===== src/rtl/tenkey_pkg.sv =====
// tenkey_pkg: shared types and key decoding for the tenkey keypad scanner
//   state_t    scanner FSM states
//   KEY_STAR   code of the '*' key (close request)
//   KEY_HASH   code of the '#' key (decoded, no output)
//   KEY_MAP    [row][col] -> key code table
//   key_onehot code -> 10-bit one-hot digit, zero for non-digits
package tenkey_pkg;
   typedef enum logic [1:0] {SCAN, DEB_PRESS, PRESSED, DEB_REL} state_t;
   localparam logic [3:0] KEY_STAR = 4'hA;
   localparam logic [3:0] KEY_HASH = 4'hB;
   localparam logic [3:0] KEY_MAP [0:3][0:2] = '{
      '{4'h1, 4'h2, 4'h3},
      '{4'h4, 4'h5, 4'h6},
      '{4'h7, 4'h8, 4'h9},
      '{KEY_STAR, 4'h0, KEY_HASH}
   };
   function automatic logic [9:0] key_onehot(input logic [3:0] code);
      return (code < 4'd10) ? (10'd1 << code) : '0;
   endfunction
endpackage


===== src/rtl/tenkey_sync.sv =====
// tenkey_sync: two-flop synchroniser for the asynchronous keypad columns
//   ck     in  clock
//   reset  in  asynchronous active-low reset, flops reset to all-ones (idle columns)
//   i_d    in  W asynchronous input bits
//   o_q    out W synchronised bits
module tenkey_sync #(
   parameter int W = 3
) (
   input  logic         ck,
   input  logic         reset,
   input  logic [W-1:0] i_d,
   output logic [W-1:0] o_q
);
   logic [W-1:0] r_meta;
   logic [W-1:0] r_sync;
   always_ff @(posedge ck or negedge reset)
      if (!reset) begin
         r_meta <= '1;
         r_sync <= '1;
      end else begin
         r_meta <= i_d;
         r_sync <= r_meta;
      end
   assign o_q = r_sync;
endmodule


===== src/rtl/tenkey_scan.sv =====
// tenkey_scan: 4x3 keypad scanner with debounce, drives the lock's one-hot tenkey input
//   ck      in   clock
//   reset   in   asynchronous active-low reset
//   col_n   in   3  keypad columns, active-low, asynchronous
//   row_n   out  4  row drive, active-low, one row at a time
//   tenkey  out  10 one-hot digit held while a digit key is down
//   close   out  1  single-cycle pulse on an accepted '*' press
//   beep    out  1  press feedback pulse, present only when TENKEY_BEEP_EN is defined
module tenkey_scan
   import tenkey_pkg::*;
#(
   parameter int SCAN_CYC = 16,
   parameter int DEB_CYC  = 1000
`ifdef TENKEY_BEEP_EN
   ,parameter int BEEP_CYC = 5000
`endif
) (
   input  logic       ck,
   input  logic       reset,
   input  logic [2:0] col_n,
   output logic [3:0] row_n,
   output logic [9:0] tenkey,
   output logic       close
`ifdef TENKEY_BEEP_EN
   ,output logic      beep
`endif
);
   localparam int SW = $clog2(SCAN_CYC);
   localparam int DW = $clog2(DEB_CYC + 1);
   localparam logic [SW-1:0] SCAN_LAST = SW'(SCAN_CYC - 1);
   localparam logic [DW-1:0] DEB_FULL  = DW'(DEB_CYC);
   localparam logic [DW-1:0] REL_LAST  = DW'(DEB_CYC - 1);
   state_t        r_state, w_state_nx;
   logic [1:0]    r_row, w_row_nx;
   logic [SW-1:0] r_scnt, w_scnt_nx;
   logic [DW-1:0] r_dcnt, w_dcnt_nx;
   logic [2:0]    r_pat, w_pat_nx;
   logic [1:0]    r_col, w_col_nx;
   logic [9:0]    r_tenkey;
   logic          r_close;
   logic [2:0]    w_cs;
   logic          w_one_low, w_accept, w_release;
   logic [1:0]    w_low_col;
   logic [3:0]    w_code;
   tenkey_sync #(.W(3)) u_sync (.ck(ck), .reset(reset), .i_d(col_n), .o_q(w_cs));
   assign w_one_low = (w_cs == 3'b110) || (w_cs == 3'b101) || (w_cs == 3'b011);
   assign w_low_col = !w_cs[0] ? 2'd0 : !w_cs[1] ? 2'd1 : 2'd2;
   assign w_code    = KEY_MAP[r_row][r_col];
   always_comb begin
      w_state_nx = r_state;
      w_row_nx   = r_row;
      w_scnt_nx  = r_scnt;
      w_dcnt_nx  = r_dcnt;
      w_pat_nx   = r_pat;
      w_col_nx   = r_col;
      w_accept   = 1'b0;
      w_release  = 1'b0;
      case (r_state)
         SCAN:
            if (r_scnt != SCAN_LAST) w_scnt_nx = r_scnt + 1'b1;
            else begin
               w_scnt_nx = '0;
               if (w_one_low) begin
                  w_state_nx = DEB_PRESS;
                  w_pat_nx   = w_cs;
                  w_col_nx   = w_low_col;
                  w_dcnt_nx  = '0;
               end else w_row_nx = r_row + 1'b1;
            end
         // the clock after the last matching sample commits the key
         DEB_PRESS:
            if (r_dcnt == DEB_FULL) begin
               w_state_nx = PRESSED;
               w_accept   = 1'b1;
            end else if (w_cs != r_pat) begin
               w_state_nx = SCAN;
               w_row_nx   = r_row + 1'b1;
            end else w_dcnt_nx = r_dcnt + 1'b1;
         PRESSED:
            if (w_cs != r_pat) begin
               w_state_nx = DEB_REL;
               w_dcnt_nx  = '0;
            end
         // only an unbroken run of all-high samples counts as a release
         default:
            if (w_cs == r_pat) w_state_nx = PRESSED;
            else if (w_cs != 3'b111) w_dcnt_nx = '0;
            else if (r_dcnt == REL_LAST) begin
               w_state_nx = SCAN;
               w_row_nx   = '0;
               w_release  = 1'b1;
            end else w_dcnt_nx = r_dcnt + 1'b1;
      endcase
   end
   always_ff @(posedge ck or negedge reset)
      if (!reset) begin
         r_state  <= SCAN;
         r_row    <= '0;
         r_scnt   <= '0;
         r_dcnt   <= '0;
         r_pat    <= 3'b111;
         r_col    <= '0;
         r_tenkey <= '0;
         r_close  <= 1'b0;
      end else begin
         r_state  <= w_state_nx;
         r_row    <= w_row_nx;
         r_scnt   <= w_scnt_nx;
         r_dcnt   <= w_dcnt_nx;
         r_pat    <= w_pat_nx;
         r_col    <= w_col_nx;
         r_tenkey <= w_accept ? key_onehot(w_code) : w_release ? '0 : r_tenkey;
         r_close  <= w_accept && (w_code == KEY_STAR);
      end
   assign row_n  = ~(4'b0001 << r_row);
   assign tenkey = r_tenkey;
   assign close  = r_close;
`ifdef TENKEY_BEEP_EN
   localparam int BW = $clog2(BEEP_CYC + 1);
   logic [BW-1:0] r_bcnt;
   // '#' produces no output, so it gives no feedback either
   always_ff @(posedge ck or negedge reset)
      if (!reset) r_bcnt <= '0;
      else r_bcnt <= (w_accept && (w_code != KEY_HASH)) ? BW'(BEEP_CYC) :
                     (r_bcnt != '0) ? r_bcnt - 1'b1 : r_bcnt;
   assign beep = (r_bcnt != '0);
`endif
endmodule


===== config.mk =====
export PLATFORM = sky130hd
export DESIGN_NAME = tenkey_scan
export DESIGN_NICKNAME = d
export VERILOG_FILES = /design/src/rtl/tenkey_pkg.sv /design/src/rtl/tenkey_sync.sv /design/src/rtl/tenkey_scan.sv
export SDC_FILE = /design/constraint.sdc
export NUM_CORES = 1
export LEC_CHECK = 0
export ABC_AREA = 1
export CAP_MARGIN = 10
export CORE_ASPECT_RATIO = 2
export CORE_MARGIN = 10
export CORE_UTILIZATION = 42
export DETAILED_ROUTE_END_ITERATION = 10
export GPL_TIMING_DRIVEN = 0
export HOLD_SLACK_MARGIN = 0.05
export MAX_ROUTING_LAYER = met4
export PLACE_DENSITY = 0.58
export SLEW_MARGIN = 10
export SYNTH_ARGS = -nofsm -noshare
export SYNTH_HDL_FRONTEND = slang
export SYNTH_HIERARCHICAL = 1
export SYNTH_SLANG_ARGS = --single-unit

===== constraint.sdc =====
create_clock -name ck -period 2.15 [get_ports ck]
set_input_delay 0.43 -clock ck [delete_from_list [all_inputs] [get_ports ck]]
set_output_delay 0.43 -clock ck [all_outputs]
set_load 0.03 [all_outputs]

# After elaboration in Yosys (flattened, before gate mapping)
# Index checks and enable logic that the tools add are counted.
[totals] register_bits=40 inputBits=5
[classes] add_sub_neg=3 magnitude_cmp=3 eq_ne=25 n_shift=2 mux=42 n_bitwise=5 n_reduce_logical=12
[ops] operator="10-bit two-way mux" n=11
[ops] operator="2-bit two-way mux" n=15
[ops] operator="10-bit one-hot mux with 3 select lines" n=1
[ops] operator="12-bit binary-select mux with 2-bit select" n=1
[ops] operator="12-bit two-way mux" n=2
[ops] operator="10-bit equality test (second input constant)" n=2
[ops] operator="2-bit != test (second input constant)" n=7
[ops] operator="4-bit two-way mux" n=3
[ops] operator="2-bit one-hot mux with 3 select lines" n=2
[ops] operator="10-bit by 1-bit adder with 10-bit output (second input constant)" n=1
[ops] operator="5-bit by 2-bit != test with 1-bit output (second input constant)" n=2
[ops] operator="1-bit by 4-bit left shift with 10-bit output (first input constant)" n=1
[ops] operator="4-bit binary-select mux with 2-bit select" n=1
[ops] operator="8-bit AND reduction" n=1
[ops] operator="7-bit AND reduction" n=1
[ops] operator="3-bit equality test (second input constant)" n=2
[ops] operator="3-bit >= comparator (second input constant)" n=2
[ops] operator="1-bit two-way mux" n=6
[ops] operator="3-bit by 1-bit != test with 1-bit output (second input constant)" n=2
[ops] operator="3-bit != test (second input constant)" n=2
[ops] operator="2-bit inverter with 3-bit output" n=2
[ops] operator="6-bit AND reduction" n=1
[ops] operator="5-bit nonzero test" n=1
[ops] operator="4-bit by 1-bit adder with 4-bit output (second input constant)" n=1
[ops] operator="20 further kinds" n=22

# Logic depth before layout (Yosys ltp)
[logic_depth] word_depth=10 mapped_depth=11

# By module
# Netlist, hierarchy kept.
[by_module_without_submodules] module="tenkey_scan" instances=1 cells_per_inst=344 area_per_inst_um2=2359.8 seq_area_each_um2=854.6
[by_module_without_submodules] module="tenkey_sync" instances=1 cells_per_inst=6 area_per_inst_um2=157.7 seq_area_each_um2=157.7

# Worst setup path before layout
# OpenSTA, ideal clock, no wires.
[synth_path] kind="reg2reg" startpoint="reg r_row[0]" endpoint="reg r_tenkey[1], in the netlist tenkey[1]" setup_ns=0.065 arrival_time_ns=1.659 required_time_ns=2.085 path_slack_ns=0.426 stages_incl_launch_ff=10 cell_sequence="dfrtp_1 inv_1 ha_1 inv_1 o21ai_0 o21ai_1 nand2_1 nor2_1 nand2_1 nand2_1"
[synth_between] elab_chain_len=10
[synth_rtl] item="start: declaration" line="tenkey_scan.sv:34" source="logic [1:0] r_row, w_row_nx;"
[synth_rtl] item="start signal: assignment" line="tenkey_scan.sv:107" source="r_row <= w_row_nx;"
[synth_rtl] item="2-bit inverter with 3-bit output (not written as such) *" line="tenkey_scan.sv:48" source="assign w_code = KEY_MAP[r_row][r_col];"
[synth_rtl] item="12-bit binary-select mux with 2-bit select *" line="tenkey_scan.sv:48"
[synth_rtl] item="12-bit two-way mux (not written as such) * (2 in a row)" line="tenkey_scan.sv:48"
[synth_rtl] item="4-bit binary-select mux with 2-bit select *" line="tenkey_scan.sv:48"
[synth_rtl] item="4-bit two-way mux (not written as such) * (2 in a row)" line="tenkey_scan.sv:48"
[synth_rtl] item="4-bit less-than comparator / 1-bit by 4-bit left shift with 10-bit output (equally long branches)" line="tenkey_pkg.sv:18" source="return (code < 4'd10) ? (10'd1 << code) : '0;"
[synth_rtl] item="10-bit two-way mux *" line="tenkey_pkg.sv:18"
[synth_rtl] item="10-bit two-way mux *" line="tenkey_scan.sv:112" source="r_tenkey <= w_accept ? key_onehot(w_code) : w_release ? '0 : r_tenkey;"
[synth_rtl] item="end signal: assignment" line="tenkey_scan.sv:112"
[synth_rtl] item="end: declaration" line="tenkey_scan.sv:39" source="logic [9:0] r_tenkey;"
# Mark *: on every way between the ends. The rest lies on a longest branch, timed or not. The select of a mux whose other input is x is not followed.
# A chain may end at the register's enable or synchronous reset.

# Worst setup path in the final report
[layout_path] startpoint="reg r_row[0]" endpoint="out row_n[0]"
[layout_between] elab_chain_len=2
[layout_rtl] item="1-bit by 2-bit left shift with 4-bit output" line="tenkey_scan.sv:115" source="assign row_n = ~(4'b0001 << r_row);"
[layout_rtl] item="4-bit inverter" line="tenkey_scan.sv:115"
[layout_rtl] item="end: declaration" line="tenkey_scan.sv:21" source="output logic [3:0] row_n,"
# No other way between the ends.

==> results by group <==
STA
  • Final min period: 1.95 ns
  • Unrepaired setup endpoints after global routing: no
  • Worst slew margin relative to its limit: 63.9%
  • Setup Viol. Count Final: 0
  • Crit share post-route: 90.8%
  • Worst hold slack: 0.106 ns
  • Fin. Hold Viols: 0
  • Fin worst setup slack: 0.198 ns
  • Pins over their slew limit: 0
  • Fmax: 0.512 GHz
  • Layout Skew: 0.00609 ns
  • Setup TNS: 0 ns
  • Worst-margin pin slew: 0.538 ns

Synthesis
  • Yosys warnings: 6
  • Distinct cells, synth: 31
  • FFs w/ async S/R, synth: 100%
  • Post-synth EDFFs: 0
  • Avg Cell Area, Syn: 7.19 µm²
  • Syn Std Cell Area: 2520 µm²
  • Syn Nets: 367
  • Most used DFF post-synth: dfrtp_1
  • Synth Register Bits: 40
  • Synth Instances: 350
  • Register area share after synthesis: 40.2%

Setup path
  • WP data arrival: 1.52 ns
  • Critical Path Start Type: flop
  • CP Launch Point: r_row[0]
  • Slowest CP cell: dfrtp_1
  • Delay-heaviest family, CP: buffers and inverters
  • Worst r2r src: r_state[1]
  • Critical path cell sequence: inv_1, ha_1, inv_1, dlygate4sd2_1
  • Crit path buffers/inverters: 3
  • Worst Setup End Kind: output pin
  • Maximum fanout along the worst path: 5
  • Worst Path Required: 1.72 ns
  • Most used cell, CP: inv_1
  • Worst path max stage delay: 0.43 ns
  • Critical path class: reg -> out

Run
  • Max Cap Viol: 0

Place
  • Dpl cells: 431
  • Buffers on Ports: 19
  • RePlAce Congestion: 0.971
  • Placed wire-length estimate: 4.94 mm
  • Pre-CTS setup slack: 0.108 ns

Drt
  • Starting DRT DRC Count: 74
  • DRT antenna net count: 0
  • TritonRoute pass-1 iters: 4
  • DR WL/cell: 14.0 µm
  • Drt drc: 0
  • Total number of vias: 2265
  • WL final: 6.13 mm
  • Via-per-instance ratio: 5.16

Outcome
  • Status: complete, no violations

CTS
  • Skew-Pair Late Insertion Delay: 0.29 ns
  • CTS Buf Count: 5
  • Max Root-Sink Buffers: 2
  • CTS tree: yes
  • Depth of the CTS H-tree: 2
  • Root buf cell: clkbuf_16
  • Clock sinks: 40
  • Hold-fix buffers, CTS: 0
  • CTS clk-pin slew, worst paths: 0.06 ns
  • Number of setup buffers added after CTS: 0

Pwr
  • Clock share of power: 24.9%
  • Switching share of power: 42.8%
  • Int Power: 1.94 mW
  • LEAKAGE: 1.52 nW
  • NetSw: 1.45 mW
  • PwrDens: 1140 nW/µm²
  • Reg power frac: 31.6%
  • Worst vdd ir: 0.000527 V
  • Comb power frac: 43.5%
  • Pwr Total: 3.39 mW

Floorplanning
  • Starting density of the core: 43.7%
  • Die Y: 129 µm
  • Die area: 9680 µm²
  • Io pins: 20
  • Die W: 74.7 µm
  • Core ar.: 5760 µm²
  • Placement Rows: 39

Hold path
  • Hold Crit Class: in -> async

Layout
  • Share of cells above drive strength 1: 9.52%
  • Post-Layout Cell Count: 439
  • Final #Nets: 394
  • # diodes: 0
  • P&R area growth vs syn: 18.1%
  • Fillers: 596

Global routing
  • First-pass GRT wire length: 10.4 mm
  • Pin count of the biggest net entering global routing: 22
  • Vias in the first global route: 2262
  • Global route overflow: 0
  • Global Route Usage Sum: 14.5%
  • Initial antenna violation count: 0
==> registers in the layout, indices dropped and copies added (netlist names) <==
name,cells
r_dcnt,10
tenkey,10
r_scnt,4
r_pat,3
u_sync/o_q,3
u_sync/r_meta,3
r_col,2
r_row,2
r_state,2
close,1
==> Yosys cell counts (3+ instances only) <==
cell     number  area share (%)
dfrtp_1      31              31
inv_1        41             6.1
nand2_1     124              18
o21ai_0      10             2.0
nor2_1       39             5.8
dfstp_2       9             9.4
nand3_1      36             7.2
ha_1         12             6.0
nand4_1      17             4.2
nand2_2       3            0.75
==> per-stage QoR <==
stage                     instance area, µm²  utilization (%)
final                                   2970             51.7
after global routing                    2970             51.7
after global placement                  2780             48.3
after CTS                               2970             51.6
after floorplan                         2520                -
after detailed placement                2810             48.7
==> final cells by class <==
class	count	area [µm²]	share of cell area [%]
Clock inverter	3	42.5	1.43
Sequential cell	40	1010	34.0
Multi-Input combinational cell	262	1310	43.9
Timing Repair Buffer	20	211	7.11
Buffer	5	40.0	1.35
Inverter	43	161	5.43
Tap cell	61	76.3	2.57
Clock buffer	5	125	4.21
==> logic make-up (layout without fill, tap and decap cells) <==
kind of cell	after synthesis	count (layout)	synth area share, %
AO/OA/AOI/OAI	18	18	4.62
XOR/XNOR	3	3	1.34
adder cells (fa/ha/maj)	12	12	5.96
buffers and inverters	48	76	7.95
flip-flops	40	40	40.2
AND/OR/NAND/NOR	229	229	39.9
==> worst reg2reg max path: cells and delay by family (launching register included) <==
kind,cells,cell delay [ns]
flip-flops,1,0.47
AO/OA/AOI/OAI,1,0.31
buffers and inverters,3,0.45
adder cells (fa/ha/maj),1,0.20
AND/OR/NAND/NOR,3,0.40
==> power by group through the flow <==
| stage | registers [mW] | logic [mW] | clock network (mW) |
|---|---|---|---|
| 3_5_place_dp | 1.09 | 1.51 | 0 |
| 3_3_place_gp | 1.08 | 1.49 | 0 |
| 2_1_floorplan | 1.04 | 1.11 | 0 |
| 4_1_cts | 1.08 | 1.49 | 0.866 |
| 5_1_grt | 1.10 | 1.69 | 0.899 |
| 6_report | 1.07 | 1.48 | 0.846 |
==> routing by layer <==
metal | GRT usage [%] | wire length, µm
met1 | 12.4 | 2110
met2 | 27.0 | 3570
met3 | 2.98 | 218
met5 | - | 0
met4 | 8.86 | 226
==> final timing paths <==
path	end	slack (ns)	depth (start not counted)
max	row_n[0]	0.20	4
max in group asynchronous	tenkey[6]	1.57	2
min reg2reg	u_sync/o_q[2]	0.35	0
max reg2reg	tenkey[5]	0.26	8
min in group ck	u_sync/o_q[2]	0.35	0
min	r_col[0]	0.11	1
==> layout by cell type, fill, tap and decap left out, drive strengths merged, types with 2 or more instances in the layout <==
| cell | netlist | routed |
|---|---|---|
| clkbuf | 2 | 7 |
| ha | 12 | 12 |
| nand3 | 38 | 38 |
| nand4 | 17 | 17 |
| xor2 | 2 | 2 |
| o21bai | 2 | 2 |
| clkdlybuf4s50 | 0 | 14 |
| inv | 43 | 43 |
| dfstp | 9 | 9 |
| nor2 | 42 | 42 |
| o21ai | 11 | 11 |
| buf | 3 | 5 |
| nand2 | 128 | 128 |
| a21oi | 2 | 2 |
| dlygate4sd2 | 0 | 3 |
| o21a | 2 | 2 |
| dfrtp | 31 | 31 |
==> what timing repair did <==
| item | CTS | global route |
|---|---|---|
| cloned | 0 | 0 |
| resized for setup | 3 | 4 |
| endpoints found under the setup margin | 3 | 16 |
| endpoints found under the hold margin | 0 | 0 |
Note: power is estimated with default switching activity, not from simulation.
